$ cat src/rtl/pc_pkg.sv
// rtl/pc_pkg.sv - shared defaults and next-PC select encoding for pc_unit
package pc_pkg;

  localparam logic [31:0] DEF_RESET_VEC = 32'h0000_3000;
  localparam logic [31:0] DEF_EXC_VEC   = 32'h0000_4180;
  localparam logic [31:0] DEF_IM_BASE   = 32'h0000_3000;

  typedef enum logic [2:0] {
    SEL_EXC,
    SEL_ERET,
    SEL_HOLD,
    SEL_REDIR,
    SEL_PEND,
    SEL_SEQ
  } pc_sel_e;

  // First match wins; exception entry and eret bypass the stall.
  function automatic pc_sel_e pc_select(input logic exc_req, input logic eret,
                                        input logic stall, input logic redirect,
                                        input logic pend_valid);
    if (exc_req)         return SEL_EXC;
    else if (eret)       return SEL_ERET;
    else if (stall)      return SEL_HOLD;
    else if (redirect)   return SEL_REDIR;
    else if (pend_valid) return SEL_PEND;
    else                 return SEL_SEQ;
  endfunction

endpackage

$ cat src/rtl/pc_ras.sv
// rtl/pc_ras.sv - circular return-address stack, oldest entry overwritten when full
module pc_ras #(
  parameter int unsigned ADDR_W = 32,
  parameter int unsigned DEPTH  = 8
) (
  input  logic              clk,
  input  logic              reset,
  input  logic              flush,
  input  logic              push,
  input  logic [ADDR_W-1:0] push_pc,
  input  logic              pop,
  output logic [ADDR_W-1:0] top,
  output logic              valid
);

  localparam int unsigned PTR_W = $clog2(DEPTH);
  localparam int unsigned CNT_W = PTR_W + 1;

  logic [ADDR_W-1:0] mem_q [DEPTH];
  logic [ADDR_W-1:0] mem_d [DEPTH];
  logic [PTR_W-1:0]  ptr_q, ptr_d;
  logic [CNT_W-1:0]  cnt_q, cnt_d;
  logic [PTR_W-1:0]  ptr_inc;

  // Stack update: flush, replace-top, push (wraps onto oldest), or pop.
  always_comb begin
    mem_d   = mem_q;
    ptr_d   = ptr_q;
    cnt_d   = cnt_q;
    ptr_inc = ptr_q + PTR_W'(1);
    if (flush) begin
      ptr_d = '0;
      cnt_d = '0;
    end else if (push && pop) begin
      if (cnt_q != '0) mem_d[ptr_q] = push_pc;
    end else if (push) begin
      ptr_d          = ptr_inc;
      mem_d[ptr_inc] = push_pc;
      if (cnt_q != CNT_W'(DEPTH)) cnt_d = cnt_q + CNT_W'(1);
    end else if (pop && cnt_q != '0) begin
      ptr_d = ptr_q - PTR_W'(1);
      cnt_d = cnt_q - CNT_W'(1);
    end
  end

  // Pointer and occupancy registers.
  always_ff @(posedge clk) begin
    if (reset) begin
      ptr_q <= '0;
      cnt_q <= '0;
    end else begin
      ptr_q <= ptr_d;
      cnt_q <= cnt_d;
    end
  end

  // Entry storage; contents are only visible while the count is non-zero.
  always_ff @(posedge clk) begin
    mem_q <= mem_d;
  end

  assign valid = (cnt_q != '0);
  assign top   = valid ? mem_q[ptr_q] : '0;

endmodule

$ cat src/rtl/pc_unit.sv
// rtl/pc_unit.sv - fetch-stage PC with pending redirect, fetch fault and optional RAS (PC_RAS_EN)
module pc_unit
  import pc_pkg::*;
#(
  parameter int unsigned       ADDR_W    = 32,
  parameter logic [ADDR_W-1:0] RESET_VEC = ADDR_W'(DEF_RESET_VEC),
  parameter logic [ADDR_W-1:0] EXC_VEC   = ADDR_W'(DEF_EXC_VEC),
  parameter logic [ADDR_W-1:0] IM_BASE   = ADDR_W'(DEF_IM_BASE),
  parameter int unsigned       IM_WORDS  = 4096,
  parameter int unsigned       RAS_DEPTH = 8
) (
  input  logic                        clk,
  input  logic                        reset,
  input  logic                        stall,
  input  logic                        redirect,
  input  logic [ADDR_W-1:0]           redirect_pc,
  input  logic                        exc_req,
  input  logic                        eret,
  input  logic [ADDR_W-1:0]           epc,
  output logic [ADDR_W-1:0]           pc,
  output logic [ADDR_W-1:0]           pc_plus4,
  output logic [$clog2(IM_WORDS)-1:0] im_index,
  output logic                        fetch_exc,
  input  logic                        ras_push,
  input  logic [ADDR_W-1:0]           ras_push_pc,
  input  logic                        ras_pop,
  output logic [ADDR_W-1:0]           ras_top,
  output logic                        ras_valid
);

  localparam int unsigned IDX_W = $clog2(IM_WORDS);
  // One bit wider so a window ending at 2^ADDR_W does not wrap to zero.
  localparam logic [ADDR_W:0] IM_LIMIT = {1'b0, IM_BASE} + (ADDR_W+1)'(4 * IM_WORDS);

  logic [ADDR_W-1:0] pc_q, pc_d;
  logic              pend_valid_q, pend_valid_d;
  logic [ADDR_W-1:0] pend_pc_q, pend_pc_d;
  pc_sel_e           sel;

  // Next-PC selection and pending-redirect bookkeeping.
  always_comb begin
    sel          = pc_select(exc_req, eret, stall, redirect, pend_valid_q);
    pc_d         = pc_q;
    pend_valid_d = pend_valid_q;
    pend_pc_d    = pend_pc_q;
    case (sel)
      SEL_EXC:   pc_d = EXC_VEC;
      SEL_ERET:  pc_d = epc;
      SEL_HOLD:  pc_d = pc_q;
      SEL_REDIR: pc_d = redirect_pc;
      SEL_PEND:  pc_d = pend_pc_q;
      default:   pc_d = pc_q + ADDR_W'(4);
    endcase
    if (exc_req || eret || !stall) begin
      pend_valid_d = 1'b0;
    end else if (redirect) begin
      pend_valid_d = 1'b1;
      pend_pc_d    = redirect_pc;
    end
  end

  // PC and pending-latch registers; reset overrides everything.
  always_ff @(posedge clk) begin
    if (reset) begin
      pc_q         <= RESET_VEC;
      pend_valid_q <= 1'b0;
      pend_pc_q    <= '0;
    end else begin
      pc_q         <= pc_d;
      pend_valid_q <= pend_valid_d;
      pend_pc_q    <= pend_pc_d;
    end
  end

  assign pc        = pc_q;
  assign pc_plus4  = pc_q + ADDR_W'(4);
  assign im_index  = IDX_W'((pc_q - IM_BASE) >> 2);
  assign fetch_exc = (pc_q[1:0] != 2'b00) || (pc_q < IM_BASE) || ({1'b0, pc_q} >= IM_LIMIT);

`ifdef PC_RAS_EN
  pc_ras #(
    .ADDR_W (ADDR_W),
    .DEPTH  (RAS_DEPTH)
  ) u_ras (
    .clk     (clk),
    .reset   (reset),
    .flush   (exc_req | eret),
    .push    (ras_push & ~stall),
    .push_pc (ras_push_pc),
    .pop     (ras_pop & ~stall),
    .top     (ras_top),
    .valid   (ras_valid)
  );
`else
  localparam int unsigned RAS_DEPTH_UNUSED = RAS_DEPTH;
  logic ras_inputs_unused;
  assign ras_inputs_unused = ^{ras_push, ras_push_pc, ras_pop, RAS_DEPTH_UNUSED[0]};
  assign ras_top   = '0;
  assign ras_valid = 1'b0;
`endif

endmodule

$ cat config.mk
export PLATFORM = sky130hd
export DESIGN_NAME = pc_unit
export DESIGN_NICKNAME = d
export VERILOG_FILES = /design/src/rtl/pc_pkg.sv /design/src/rtl/pc_ras.sv /design/src/rtl/pc_unit.sv
export SDC_FILE = /design/constraint.sdc
export NUM_CORES = 1
export LEC_CHECK = 0
export BUFFER_PORTS_ARGS = -buffer_cell sky130_fd_sc_hd__buf_2
export CAP_MARGIN = 30
export CORE_MARGIN = 5
export CORE_UTILIZATION = 48
export CTS_BUF_LIST = sky130_fd_sc_hd__clkbuf_2 sky130_fd_sc_hd__clkbuf_4 sky130_fd_sc_hd__clkbuf_8
export CTS_CLUSTER_DIAMETER = 80
export DETAILED_ROUTE_END_ITERATION = 10
export PLACE_DENSITY = 0.93
export SLEW_MARGIN = 20
export SYNTH_ARGS = -nofsm -noshare
export SYNTH_HDL_FRONTEND = slang
export SYNTH_SLANG_ARGS = --single-unit
export TNS_END_PERCENT = 10
$ cat constraint.sdc
create_clock -name clk -period 3.5 [get_ports clk]
set_input_delay 0 -clock clk [delete_from_list [all_inputs] [get_ports clk]]
set_output_delay 0 -clock clk [all_outputs]
set_load 0.005 [all_outputs]
==> results.py, run 1 <==
metrics = {
    "clocking": {
        "ctsHoldBuffers": 37,
        "cts_root_buffer": "clkbuf_8",
        "clock_latency_ps": 360,
        "cts_setup_buffers": 0,
        "cts_tree": "done",
        "cts_buffers": 9,
        "cts_resized": 0,
        "cts_sinks": 65,
        "h-tree-depth": 3,
        "path_clk_slew_ps": 80,
        "clockBufferDepth": 2,
    },
    "sta": {
        "finalClockSkew_ps": 8.374,
        "fin_crit_sh_pct": 79.19,
        "post-route-min-period_ps": 2772,
        "worst_slew_margin_rel_pct": 38.89,
        "slew_viol_final": 0,
        "finalSetupViolations": 0,
        "rsz0062_at_grt": "false",
        "setup_slack_ps": 728.3,
        "hold_viol": 0,
        "max_freq_mhz": 360.8,
        "worstMarginPinSlew_ps": 916.7,
        "tns_ps": 0,
    },
    "placed_design": {
        "post_dp_cell_area_um2": 4984,
        "post-place-ws_ps": 896.9,
        "routabilityCongestion": 0.9069,
        "portBuffers": 146,
        "dp_hpwl_um": 10470,
    },
    "power": {
        "intPower_mw": 1.358,
        "p_comb_share_pct": 19.2,
        "clkPwrFrac_pct": 38.2,
        "switchingPower_mw": 0.5938,
        "leakage_nw": 2.425,
        "p_seq_share_pct": 42.6,
        "power_density_nw_per_um2": 349.7,
        "peakVddDrop_uv": 208.6,
        "switching_share_pct": 30.43,
    },
    "worst_hold_path": {
        "hold_path.class": "input pin to register",
        "min_from": "epc[0]",
        "hold_depth": 3,
        "hold_end": "pc[0]",
    },
    "setup_path": {
        "worst-setup-path-type": "register to output pin",
        "crit_family": "simple AND/OR/NAND/NOR gates",
        "worstPathCellList": "nand4_1, or4_1, nor2_1, nand2_1, xnor2_1, buf_2",
        "reg2reg_to": "pc[30]",
        "worstPathArrival_ps": 2770,
        "ff2ff_setup_slack_ps": 840,
        "crit_required_ps": 3500,
        "crit_path_top_delay_cell": "or4_1",
        "cp_max_fo": 10,
        "cp.depth": 6,
        "cp-end-kind": "output pin",
        "r2r_start": "pc[2]",
        "startpoint_type": "register",
        "worst-path-buf-inv": 1,
        "reg2regPathDepth": 6,
        "max_stage_delay_ps": 690,
    },
    "finish": {
        "most-common-layout-cells": "buf_2 (146), nand2_1 (85), a21oi_1 (74)",
        "syn_to_final_growth_pct": 25.60,
        "nFillCells": 808,
        "design_area_um2": 5580,
        "layout_commonest_cell": "buf_2",
        "drive_above_1_share_pct": 24.83,
        "fin_nets": 851,
        "antenna_cells": 0,
    },
    "synth": {
        "yosysSeqAreaShare_pct": 29.29,
        "synth-seq-cells": 65,
        "synthArstFlopShare_pct": 0,
        "synth_cell_types": 59,
        "syn_avg_cell_area_um2": 7.320,
        "synth_warnings": 0,
        "synth_area_um2": 4443,
        "synth_edf_count": 0,
        "ys.flop_type": "dfxtp_1",
        "syn_inst": 607,
    },
    "global_routing": {
        "grt_pass1_vias": 4643,
        "grt_start_max_net_pins": 37,
        "antenna_found_initial": 0,
        "grt_pass1_wl_um": 23520,
        "grt_overflow": 0,
        "gr-usage-all-layers_pct": 25.75,
    },
    "routing": {
        "dr.pass1.iters": 6,
        "routedWlPerCell_um": 17.49,
        "drt-total-wl_um": 15040,
        "drc_errors": 0,
        "dr.first_iter.drc_count": 475,
        "dr_total_vias": 5002,
        "viasPerCell": 5.816,
        "ant_nets": 0,
    },
    "die": {
        "start_util_pct": 48.54,
        "coreArea_um2": 9153,
        "dieArea_um2": 11280,
        "die_y_um": 106.2,
        "fp-row-count": 35,
        "die_w_um": 106.2,
        "ios": 214,
    },
    "flow_run": {
        "cap_violations": 0,
    },
    "outcome": {
        "status": "completed",
    },
}
==> synthesized netlist by cell type, drive strengths merged (11+ instances only) <==
library cell / n / area share (%)
inv: 13 / 1.1
o21ai: 19 / 2.1
and3: 18 / 2.6
a21oi: 74 / 8.3
nor3: 11 / 1.2
buf: 55 / 8.7
nor2: 44 / 3.7
nor4: 18 / 2.7
xnor2: 20 / 3.9
nand2: 85 / 7.2
clkbuf: 44 / 3.7
dfxtp: 65 / 29
nand4: 11 / 1.5
nand3: 19 / 2.5
==> through the flow <==
step	total power [mW]	instances	hold WS (ps)	util, %
2_1_floorplan	1.061	639	136.0	-
3_3_place_gp	1.169	805	253.1	54.12
3_5_place_dp	1.179	807	257.2	54.45
4_1_cts	1.939	860	34.38	60.97
5_1_grt	2.033	860	41.00	60.97
6_report	1.951	860	43.54	60.97
==> tightest hold or removal path: stages <==
cell and delay [ps]:
buf_2 80, a222oi_1 90, a21oi_1 170
==> worst max-delay path by stage <==
| stage | end | startpoint | slack [ps] |
|---|---|---|---|
| after detailed placement | pc[30] | pc[2] | 900 |
| after CTS | pc_plus4[29] | pc[4] | 790 |
| after global routing | pc_plus4[27] | pc[4] | 620 |
| after global placement | pc[30] | pc[2] | 930 |
| final | pc_plus4[29] | pc[4] | 730 |
| after floorplan | pc[30] | pc[2] | 1010 |
==> registers in the layout, indices dropped and copies added, names as in the netlist <==
name,flops
pc,32
pend_pc_q,32
pend_valid_q,1
==> cells by family (layout without fill, tap and decap cells) <==
logic type                 after synthesis  after routing  share of synthesized area (%)
DFF                                     65             65                          29.29
xor gates and xnor gates                29             29                          5.717
muxes                                    2              2                         0.5069
and+or+nand+nor                        233            233                          26.22
AOI/OAI and AO/OA                      162            162                          23.85
buffers and inverters                  112            222                          13.49
adders and majority gates                3              3                         0.8449
other                                    1             33                        0.08440
==> final cells by class <==
type                       count  area (um^2)  share of cell area (%)
multi-input combinational    462         2674                   47.91
sequential                    65         1301                   23.32
timing repair buffer         193         1191                   21.35
tap                          111        138.9                   2.489
inverter                      13        48.80                  0.8744
clock buffer                   9        123.9                   2.220
clock inverter                 7        102.6                   1.839
==> power groups by stage <==
stage                     clock, mW  sequential, mW  combinational, mW
after floorplan                   0           0.820              0.241
after global placement            0           0.845              0.325
after detailed placement          0           0.847              0.332
after CTS                     0.744           0.830              0.366
after global routing          0.784           0.839              0.410
final                         0.746           0.832              0.374
==> metal layers <==
layer / vias up / global-route usage [%] / share of wire [%]
met5: - / 0 / 0
li1: 2374 / - / -
met1: 2283 / 33.65 / 39
met4: 0 / 9.528 / 2.4
met2: 310 / 39.95 / 47
met3: 35 / 7.832 / 12
No activity file was read; power rests on OpenSTA's default activity.
==> run 2, diff against run 1 <==
--- a/config.mk
+++ b/config.mk
@@ -8,11 +8,11 @@
 export BUFFER_PORTS_ARGS = -buffer_cell sky130_fd_sc_hd__buf_2
 export CAP_MARGIN = 30
 export CORE_MARGIN = 5
-export CORE_UTILIZATION = 48
+export CORE_UTILIZATION = 44
 export CTS_BUF_LIST = sky130_fd_sc_hd__clkbuf_2 sky130_fd_sc_hd__clkbuf_4 sky130_fd_sc_hd__clkbuf_8
 export CTS_CLUSTER_DIAMETER = 80
 export DETAILED_ROUTE_END_ITERATION = 10
-export PLACE_DENSITY = 0.93
+export PLACE_DENSITY = 0.9
 export SLEW_MARGIN = 20
 export SYNTH_ARGS = -nofsm -noshare
 export SYNTH_HDL_FRONTEND = slang
==> constraint.sdc (replaced) <==
create_clock -name clk -period 2.51 [get_ports clk]
set_input_delay 0 -clock clk [delete_from_list [all_inputs] [get_ports clk]]
set_output_delay 0 -clock clk [all_outputs]
set_load 0.005 [all_outputs]
==> results.py, run 2 (synthesis gave the netlist of run 1 again) <==
metrics = {
    "sta": {
        "worstMarginPinSlew_ps": 811.5,
        "finalSetupViolations": 0,
        "rsz0062_at_grt": "false",
        "setup_slack_ps": 112.4,
        "fin_crit_sh_pct": 95.52,
        "tns_ps": 0,
        "finalClockSkew_ps": 7.574,
        "worst_slew_margin_rel_pct": 45.90,
        "post-route-min-period_ps": 2398,
        "slew_viol_final": 0,
        "max_freq_mhz": 417.1,
        "hold_viol": 0,
    },
    "finish": {
        "most-common-layout-cells": "buf_2 (146), nand2_1 (85), a21oi_1 (74)",
        "nFillCells": 925,
        "multi_input_area_um2": 2693,
        "fin_util_pct": 59.11,
        "layout_commonest_cell": "buf_2",
        "final_cells": 911,
        "fin_nets": 879,
        "regArea_um2": 1301,
        "syn_to_final_growth_pct": 30.64,
        "drive_above_1_share_pct": 27.67,
    },
    "placed_design": {
        "portBuffers": 146,
        "routabilityCongestion": 0.9426,
        "dp_hpwl_um": 11250,
        "post-place-ws_ps": 141.4,
        "placed_cells_incl_taps": 856,
    },
    "global_routing": {
        "antenna_found_initial": 1,
        "grt_overflow": 0,
        "gr-usage-all-layers_pct": 24.37,
        "grt_pass1_wl_um": 24740,
        "grt_start_max_net_pins": 40,
        "grt_pass1_vias": 4905,
    },
    "setup_path": {
        "crit_path_top_delay_cell": "or4_4",
        "worstPathArrival_ps": 2400,
        "max_stage_delay_ps": 600,
        "crit_top_cell": "buf_4",
        "worst-setup-path-type": "register to output pin",
        "cp_max_fo": 8,
        "worstPathCellList": "buf_4, nand4_1, or4_4, nor2_1, buf_4, nand3_1, xnor2_1, buf_2",
        "crit_required_ps": 2510,
        "cp-end-kind": "output pin",
        "startpoint_type": "register",
    },
    "worst_hold_path": {
        "hold_path.class": "input pin to register",
    },
    "clocking": {
        "path_clk_slew_ps": 80,
        "cts_buffers": 9,
        "clock_latency_ps": 350,
        "cts_sinks": 65,
        "cts_tree": "done",
        "clockBufferDepth": 2,
        "h-tree-depth": 3,
        "cts_root_buffer": "clkbuf_8",
    },
    "power": {
        "power.total_mw": 2.655,
        "clkPwrFrac_pct": 35.1,
        "p_seq_share_pct": 42.6,
        "power_density_nw_per_um2": 457.4,
        "leakage_nw": 2.545,
        "peakVddDrop_uv": 305.4,
        "intPower_mw": 1.840,
        "switchingPower_mw": 0.8149,
        "p_comb_share_pct": 22.3,
        "switching_share_pct": 30.69,
    },
    "routing": {
        "dr_total_vias": 5153,
        "viasPerCell": 5.656,
        "ant_nets": 0,
        "drt-total-wl_um": 15600,
        "routedWlPerCell_um": 17.13,
        "dr.pass1.iters": 5,
        "drc_errors": 0,
        "dr.first_iter.drc_count": 537,
    },
    "die": {
        "die_w_um": 110.5,
        "ios": 214,
        "start_util_pct": 45.25,
        "fp-row-count": 36,
        "die_y_um": 110.5,
        "dieArea_um2": 12210,
        "coreArea_um2": 9819,
    },
    "outcome": {
        "status": "completed",
    },
    "flow_run": {
        "cap_violations": 0,
    },
}
## run 2: worst max-delay path, delay by kind of cell (launching register included)
| family | cells | cell delay (ps) |
|---|---|---|
| XOR/XNOR | 1 | 190 |
| buffers and inverters | 3 | 480 |
| AND/OR/NAND/NOR | 4 | 1020 |
| flip-flops | 1 | 360 |
## run 2: through the flow
stage,instance area (um^2),hold WS (ps)
2_1_floorplan,4563,136.0
3_3_place_gp,5199,253.0
3_5_place_dp,5199,258.6
4_1_cts,5783,46.55
5_1_grt,5804,75.28
6_report,5804,56.76
## run 2: repair_timing
item | in CTS | in global routing
endpoints found under the hold margin | 38 | 0
hold buffers | 38 | 0
resized for setup | 0 | 3
setup buffers | 0 | 0
endpoints found under the setup margin | 0 | 2
## run 2: metal layers
metal / vias to the layer above / routed length [um] / GRT usage [%]
li1: 2428 / - / -
met1: 2367 / 6081 / 31.24
met2: 311 / 7390 / 39.48
met3: 47 / 1681 / 5.635
met4: 0 / 448 / 9.770
met5: - / 0 / 0
## run 2: final cells by class
class	count	share of cell area [%]
Antenna cell	1	0.04311
Clock buffer	10	2.371
Clock inverter	6	1.142
Inverter	13	0.8407
Multi-Input combinational cell	462	46.39
Sequential cell	65	22.42
Tap cell	133	2.867
Timing Repair Buffer	221	23.93
## run 2: power by group through the flow
stage                     logic [mW]  clock network (mW)  registers (mW)
after floorplan                0.336                   0            1.14
after global placement         0.523                   0            1.15
after detailed placement       0.531                   0            1.15
after CTS                      0.579               0.938            1.13
after global routing           0.644               0.990            1.14
final                          0.592               0.932            1.13
## run 2: path summary, 6_finish.rpt
check / cells past startpoint / start / to / slack (ps)
setup reg to reg: 6 / pc[2] / pc[30] / 120
setup / recovery: 8 / pc[2] / pc_plus4[27] / 110
hold reg to reg: 2 / pend_pc_q[15] / pend_pc_q[15] / 460
hold / removal: 4 / epc[25] / pc[25] / 60
